--- config.mk ---
export PLATFORM = sky130hd
export DESIGN_NAME = hazard_stall_controller
export DESIGN_NICKNAME = d
export VERILOG_FILES = /design/src/rtl/hazard_stall_controller.sv
export SDC_FILE = /design/constraint.sdc
export NUM_CORES = 1
export LEC_CHECK = 0
export BUFFER_PORTS_ARGS = -buffer_cell sky130_fd_sc_hd__buf_2
export CAP_MARGIN = 40
export CORE_UTILIZATION = 50
export DETAILED_ROUTE_END_ITERATION = 7
export GPL_TIMING_DRIVEN = 0
export PLACE_DENSITY = 0.82
export SLEW_MARGIN = 25
export SYNTH_ARGS = -nofsm -noshare
export SYNTH_HDL_FRONTEND = slang
export SYNTH_SLANG_ARGS = --single-unit
--- constraint.sdc ---
create_clock -name i_clk -period 1.9 [get_ports i_clk]
set_input_delay 0.095 -clock i_clk [delete_from_list [all_inputs] [get_ports i_clk]]
set_output_delay 0.095 -clock i_clk [all_outputs]
set_load 0.01 [all_outputs]
--- src/rtl/hazard_stall_controller.sv ---
// ID-stage hazard detector and stall sequencer. It drives the PC and IF/ID write enables and the
// ID/EX bubble, holds multi-cycle stalls internally, and counts stall cycles.
module hazard_stall_controller #(
  parameter int unsigned REG_ADDR_W   = 5,
  parameter int unsigned LOAD_STALL   = 1,
  parameter bit          BRANCH_IN_ID = 1'b1,
  parameter int unsigned CNT_W        = 16
) (
  input  logic                  i_clk,
  input  logic                  i_rst,
  input  logic [REG_ADDR_W-1:0] i_IF_ID_RegisterRs,
  input  logic [REG_ADDR_W-1:0] i_IF_ID_RegisterRt,
  input  logic                  i_IF_ID_UsesRs,
  input  logic                  i_IF_ID_UsesRt,
  input  logic                  i_IF_ID_IsBranch,
  input  logic [REG_ADDR_W-1:0] i_ID_EX_WriteReg,
  input  logic                  i_ID_EX_RegWrite,
  input  logic                  i_ID_EX_MemRead,
  input  logic [REG_ADDR_W-1:0] i_EX_MEM_WriteReg,
  input  logic                  i_EX_MEM_MemRead,
  input  logic                  i_halt,
  input  logic                  i_clr_count,
  output logic                  o_stall,
  output logic                  o_pc_write,
  output logic                  o_if_id_write,
  output logic                  o_id_ex_flush,
  output logic [CNT_W-1:0]      o_stall_cycles
);

  localparam logic [0:0] StIdle = 1'b0;
  localparam logic [0:0] StHold = 1'b1;

  localparam logic [3:0] LoadNeed       = 4'(LOAD_STALL);
  localparam logic [3:0] BranchLoadNeed = 4'(LOAD_STALL + 1);

  logic [0:0]       state_q, state_d;
  logic [2:0]       rem_q, rem_d;
  logic [CNT_W-1:0] cnt_q, cnt_d;
  logic [3:0]       need;
  logic             stall_raw;
  logic             ex_match, mem_match;
  logic             rs_ex, rt_ex, rs_mem, rt_mem;

  // Register 0 is never a real producer, so it cannot create a hazard.
  always_comb begin
    rs_ex     = i_IF_ID_UsesRs && (i_IF_ID_RegisterRs == i_ID_EX_WriteReg);
    rt_ex     = i_IF_ID_UsesRt && (i_IF_ID_RegisterRt == i_ID_EX_WriteReg);
    rs_mem    = i_IF_ID_UsesRs && (i_IF_ID_RegisterRs == i_EX_MEM_WriteReg);
    rt_mem    = i_IF_ID_UsesRt && (i_IF_ID_RegisterRt == i_EX_MEM_WriteReg);
    ex_match  = (|i_ID_EX_WriteReg) && (rs_ex || rt_ex);
    mem_match = (|i_EX_MEM_WriteReg) && (rs_mem || rt_mem);
  end

  // Maximum over all active hazard terms; stalls never add up.
  always_comb begin
    need = 4'd0;
    if (i_ID_EX_MemRead && ex_match && (need < LoadNeed)) begin
      need = LoadNeed;
    end
    if (BRANCH_IN_ID && i_IF_ID_IsBranch) begin
      if (i_ID_EX_RegWrite && !i_ID_EX_MemRead && ex_match && (need < 4'd1)) begin
        need = 4'd1;
      end
      if (i_ID_EX_MemRead && ex_match && (need < BranchLoadNeed)) begin
        need = BranchLoadNeed;
      end
      if (i_EX_MEM_MemRead && mem_match && (need < 4'd1)) begin
        need = 4'd1;
      end
    end
  end

  // The bubbles erase EX evidence after the first cycle, so HOLD ignores inputs.
  always_comb begin
    state_d   = state_q;
    rem_d     = rem_q;
    stall_raw = 1'b0;
    case (state_q)
      StIdle: begin
        stall_raw = (need != 4'd0);
        if (!i_halt && (need > 4'd1)) begin
          state_d = StHold;
          rem_d   = 3'(need - 4'd1);
        end
      end
      StHold: begin
        stall_raw = 1'b1;
        if (!i_halt) begin
          if (rem_q <= 3'd1) begin
            state_d = StIdle;
            rem_d   = 3'd0;
          end else begin
            rem_d = rem_q - 3'd1;
          end
        end
      end
      default: begin
        state_d = StIdle;
        rem_d   = 3'd0;
      end
    endcase
  end

  always_comb begin
    cnt_d = cnt_q;
    if (i_clr_count) begin
      cnt_d = '0;
    end else if (stall_raw && !i_halt && (cnt_q != {CNT_W{1'b1}})) begin
      cnt_d = cnt_q + CNT_W'(1);
    end
  end

  always_ff @(posedge i_clk or posedge i_rst) begin
    if (i_rst) begin
      state_q <= StIdle;
      rem_q   <= 3'd0;
      cnt_q   <= '0;
    end else begin
      state_q <= state_d;
      rem_q   <= rem_d;
      cnt_q   <= cnt_d;
    end
  end

  // Outputs are masked while reset is held so no stall leaks out of reset.
  always_comb begin
    o_stall        = stall_raw && !i_rst;
    o_pc_write     = i_rst || !(o_stall || i_halt);
    o_if_id_write  = o_pc_write;
    o_id_ex_flush  = o_stall && !i_halt;
    o_stall_cycles = cnt_q;
  end

endmodule
==> summary.txt <==
Peak VDD IR - 0.000617 V
R2R setup slack - -210 ps
Worst setup margin - -415 ps
DR pass1 iterations - 4
CP Class - in2reg
Initial Util - 0.526
R2R cell count - 8
EDFF count, synth - 0
Fin crit share - 1.22
Flops & latches, synth - 20
Clock sink total - 20
Initial antenna violation count - 0
Failing checks - setup timing
Ys async rst share - 1.00
Area of the multi-input gates - 1000 um2
Max clock buf depth - 2
Clock Latency Late Sink - 290 ps
HP Start - i_clr_count
CP Capture Type - register
Clk root buf - clkbuf_4
Synth Area in XOR/XNOR - 0.201
Syn_nets - 198
Leak - 0.965 nW
DIE AREA - 3090 um2
Synth Area in Simple Gates - 0.264
Routed vias/inst - 5.70
Register area share after synthesis - 0.348
# port buffers - 48
Worst R2R Start - o_stall_cycles[0]
Largest net degree at the start of global routing - 22
TNS Setup - -5440 ps
Hold crit path type - in2reg
Ys Warns - 0
Grt ovf - 0
Clk_skew - 2.25 ps
Filler Cell Count - 179
Share of cells above drive strength 1 - 0.412
P per Cell Area - 598 nW/um2
Tmin final - 2320 ps
DP HPWL - 2510 um
Worst setup SP type - input pin
Post-Syn Area - 1440 um2
Worst hold slack - 103 ps
Cells after synthesis - 163
Crit Path Max Fanout - 2
Multiplexer area fraction after synthesis - 0.0139
Maxcap violations - 0
First-pass GRT wire length - 6100 um
Post-DR wirelength/cell - 15.1 um
Routability cong. - 0.893
RSZ-0062 raised after global routing - yes
Status - finished with violations
Ports - 50
Max Fclk - 432 MHz
Synth Area in Adders - 0.0435
Final wirelength - 3970 um
Detailed Route Iter0 Violations - 37
CP arrival - 2500 ps
Main combinational cell family by area after synthesis - simple AND/OR/NAND/NOR gates
Floorplan row count - 19
Inserted Clock Buffers - 3
Reg2Reg Capture Point - o_stall_cycles[8]
CTS tree - yes
Number of global-route vias before repair - 1,428
Worst slack at placement - -708 ps
Hold path depth - 2
Ys flop type - dfrtp_1
Storage element area - 500 um2
Gr usage total - 0.249
Endpoints failing hold - 0
Post-route DRC - 0
Final-stage net count - 269
Worst Max-Slew Pin Slew - 685 ps
Fin. max-slew vios - 0
Worst Hold End - o_stall_cycles[4]
Final setup violating endpoints - 21
Slew HR - 0.539
ANT nets after route - 0
Post-synthesis compound-gate area fraction - 0.0957
Pwr Total - 1.24 mW
Syn avg cell area - 8.82 um2
Die width - 55.6 um
Vias - 1,506
H-tree levels - 1
Critical path required time - 2080 ps
Core outline area - 2730 um2
Distinct cells, synth - 40
Chip Height - 55.6 um
Antenna Cells - 0
Area growth, synth to finish - 44.0%
Clk slew on worst S/H paths - 110 ps
registers in the layout, indices dropped and copies added (netlist names):
signal          cells
state_q             1
o_stall_cycles     16
rem_q               3
cell usage in the layout (no fill, tap or decap), types with 2 or more instances in the layout:
cell,count
o21ai_0,4
nand3_1,8
clkbuf_2,2
nor4_1,2
or2_2,2
nor3_4,2
buf_2,43
buf_8,3
dfrtp_1,20
clkbuf_4,3
mux2i_1,2
nand2_1,7
and3_1,3
o21ai_2,2
nand2b_1,2
xnor2_1,14
inv_1,5
a31oi_1,2
clkbuf_1,2
nand3_2,2
ha_1,3
xor2_1,18
nor2_1,23
nand4_1,9
buf_6,8
o21ai_1,2
buf_4,13
ha_2,2
per-stage QoR:
step	instance area (um2)	utilization	std cells
after floorplan	1460	-	163
after global placement	1740	0.637	242
after detailed placement	1740	0.637	242
after CTS	1980	0.725	261
after global routing	2070	0.757	264
final	2070	0.757	264
worst max path at each step:
stage                          startpoint            endpoint  slack, ps  depth (start not counted)
CTS                  i_EX_MEM_WriteReg[1]  o_stall_cycles[15]       -260                         14
global route         i_EX_MEM_WriteReg[0]   o_stall_cycles[5]       -480                         15
finish               i_EX_MEM_WriteReg[1]  o_stall_cycles[15]       -420                         14
global placement    i_IF_ID_RegisterRt[0]  o_stall_cycles[15]       -650                         13
floorplan           i_IF_ID_RegisterRs[0]  o_stall_cycles[15]       -300                         13
detailed placement    i_ID_EX_WriteReg[3]  o_stall_cycles[15]       -710                         12
cells by family (layout without fill, tap and decap cells):
family	after synthesis	after routing
DFF	20	20
buffers and inverters	11	81
muxes	2	2
xor gates and xnor gates	33	33
adders and majority gates	5	5
AOI/OAI and AO/OA	20	20
and+or+nand+nor	72	72
worst max-delay path, stage by stage:
cell       delay [ps]
buf_8             100
xor2_1            160
nor4_1            360
and3_1            220
a31oi_1            50
o21ai_1           150
a31oi_1           130
ha_2              200
nor2b_4           130
nor2_4            170
o2111ai_4         120
or4b_1            480
o21ai_1            90
nor2_1             50
routing by layer:
| metal | vias to the layer above | routed length (um) | global-route usage |
|---|---|---|---|
| li1 | 722 | - | - |
| met5 | - | 0 | 0 |
| met2 | 55 | 2110 | 0.441 |
| met3 | 10 | 143 | 0.0442 |
| met1 | 719 | 1640 | 0.298 |
| met4 | 0 | 76 | 0.0964 |
cell usage after synthesis (2+ instances only):
library cell | count | area share
nand2_1 | 7 | 0.018
mux2i_1 | 2 | 0.014
nor4_1 | 3 | 0.013
or2_2 | 2 | 0.0087
nor3_1 | 2 | 0.0070
ha_1 | 5 | 0.044
clkbuf_2 | 2 | 0.0070
xor2_1 | 18 | 0.11
xnor2_1 | 15 | 0.091
nand4_1 | 9 | 0.039
clkbuf_1 | 2 | 0.0052
inv_1 | 5 | 0.013
dfrtp_1 | 20 | 0.35
nor2_1 | 25 | 0.065
and3_1 | 3 | 0.013
nand2b_1 | 2 | 0.0087
o21ai_0 | 7 | 0.024
a31oi_1 | 3 | 0.013
nand3_1 | 10 | 0.035
area by class of cell:
| type | instances | area share |
|---|---|---|
| Clock buffer | 4 | 0.0175 |
| Sequential cell | 20 | 0.242 |
| Timing Repair Buffer | 67 | 0.216 |
| Tap cell | 31 | 0.0187 |
| Buffer | 5 | 0.0139 |
| Multi-Input combinational cell | 132 | 0.483 |
| Inverter | 5 | 0.00907 |
where the power goes:
group	switching, mW	internal (mW)	total (mW)
combinational	0.250	0.247	0.497
clock	0.122	0.117	0.239
sequential	0.0363	0.466	0.502
total	0.408	0.830	1.24
timing repair:
action / in CTS / in global routing
hold buffers: 1 / 0
resized for setup: 18 / 13
endpoints found under the hold margin: 20 / 0
pin swaps: 19 / 15
endpoints found under the setup margin: 16 / 21
cloned: 1 / 0
setup buffers: 14 / 2
Note: power is estimated with default switching activity, not from simulation.
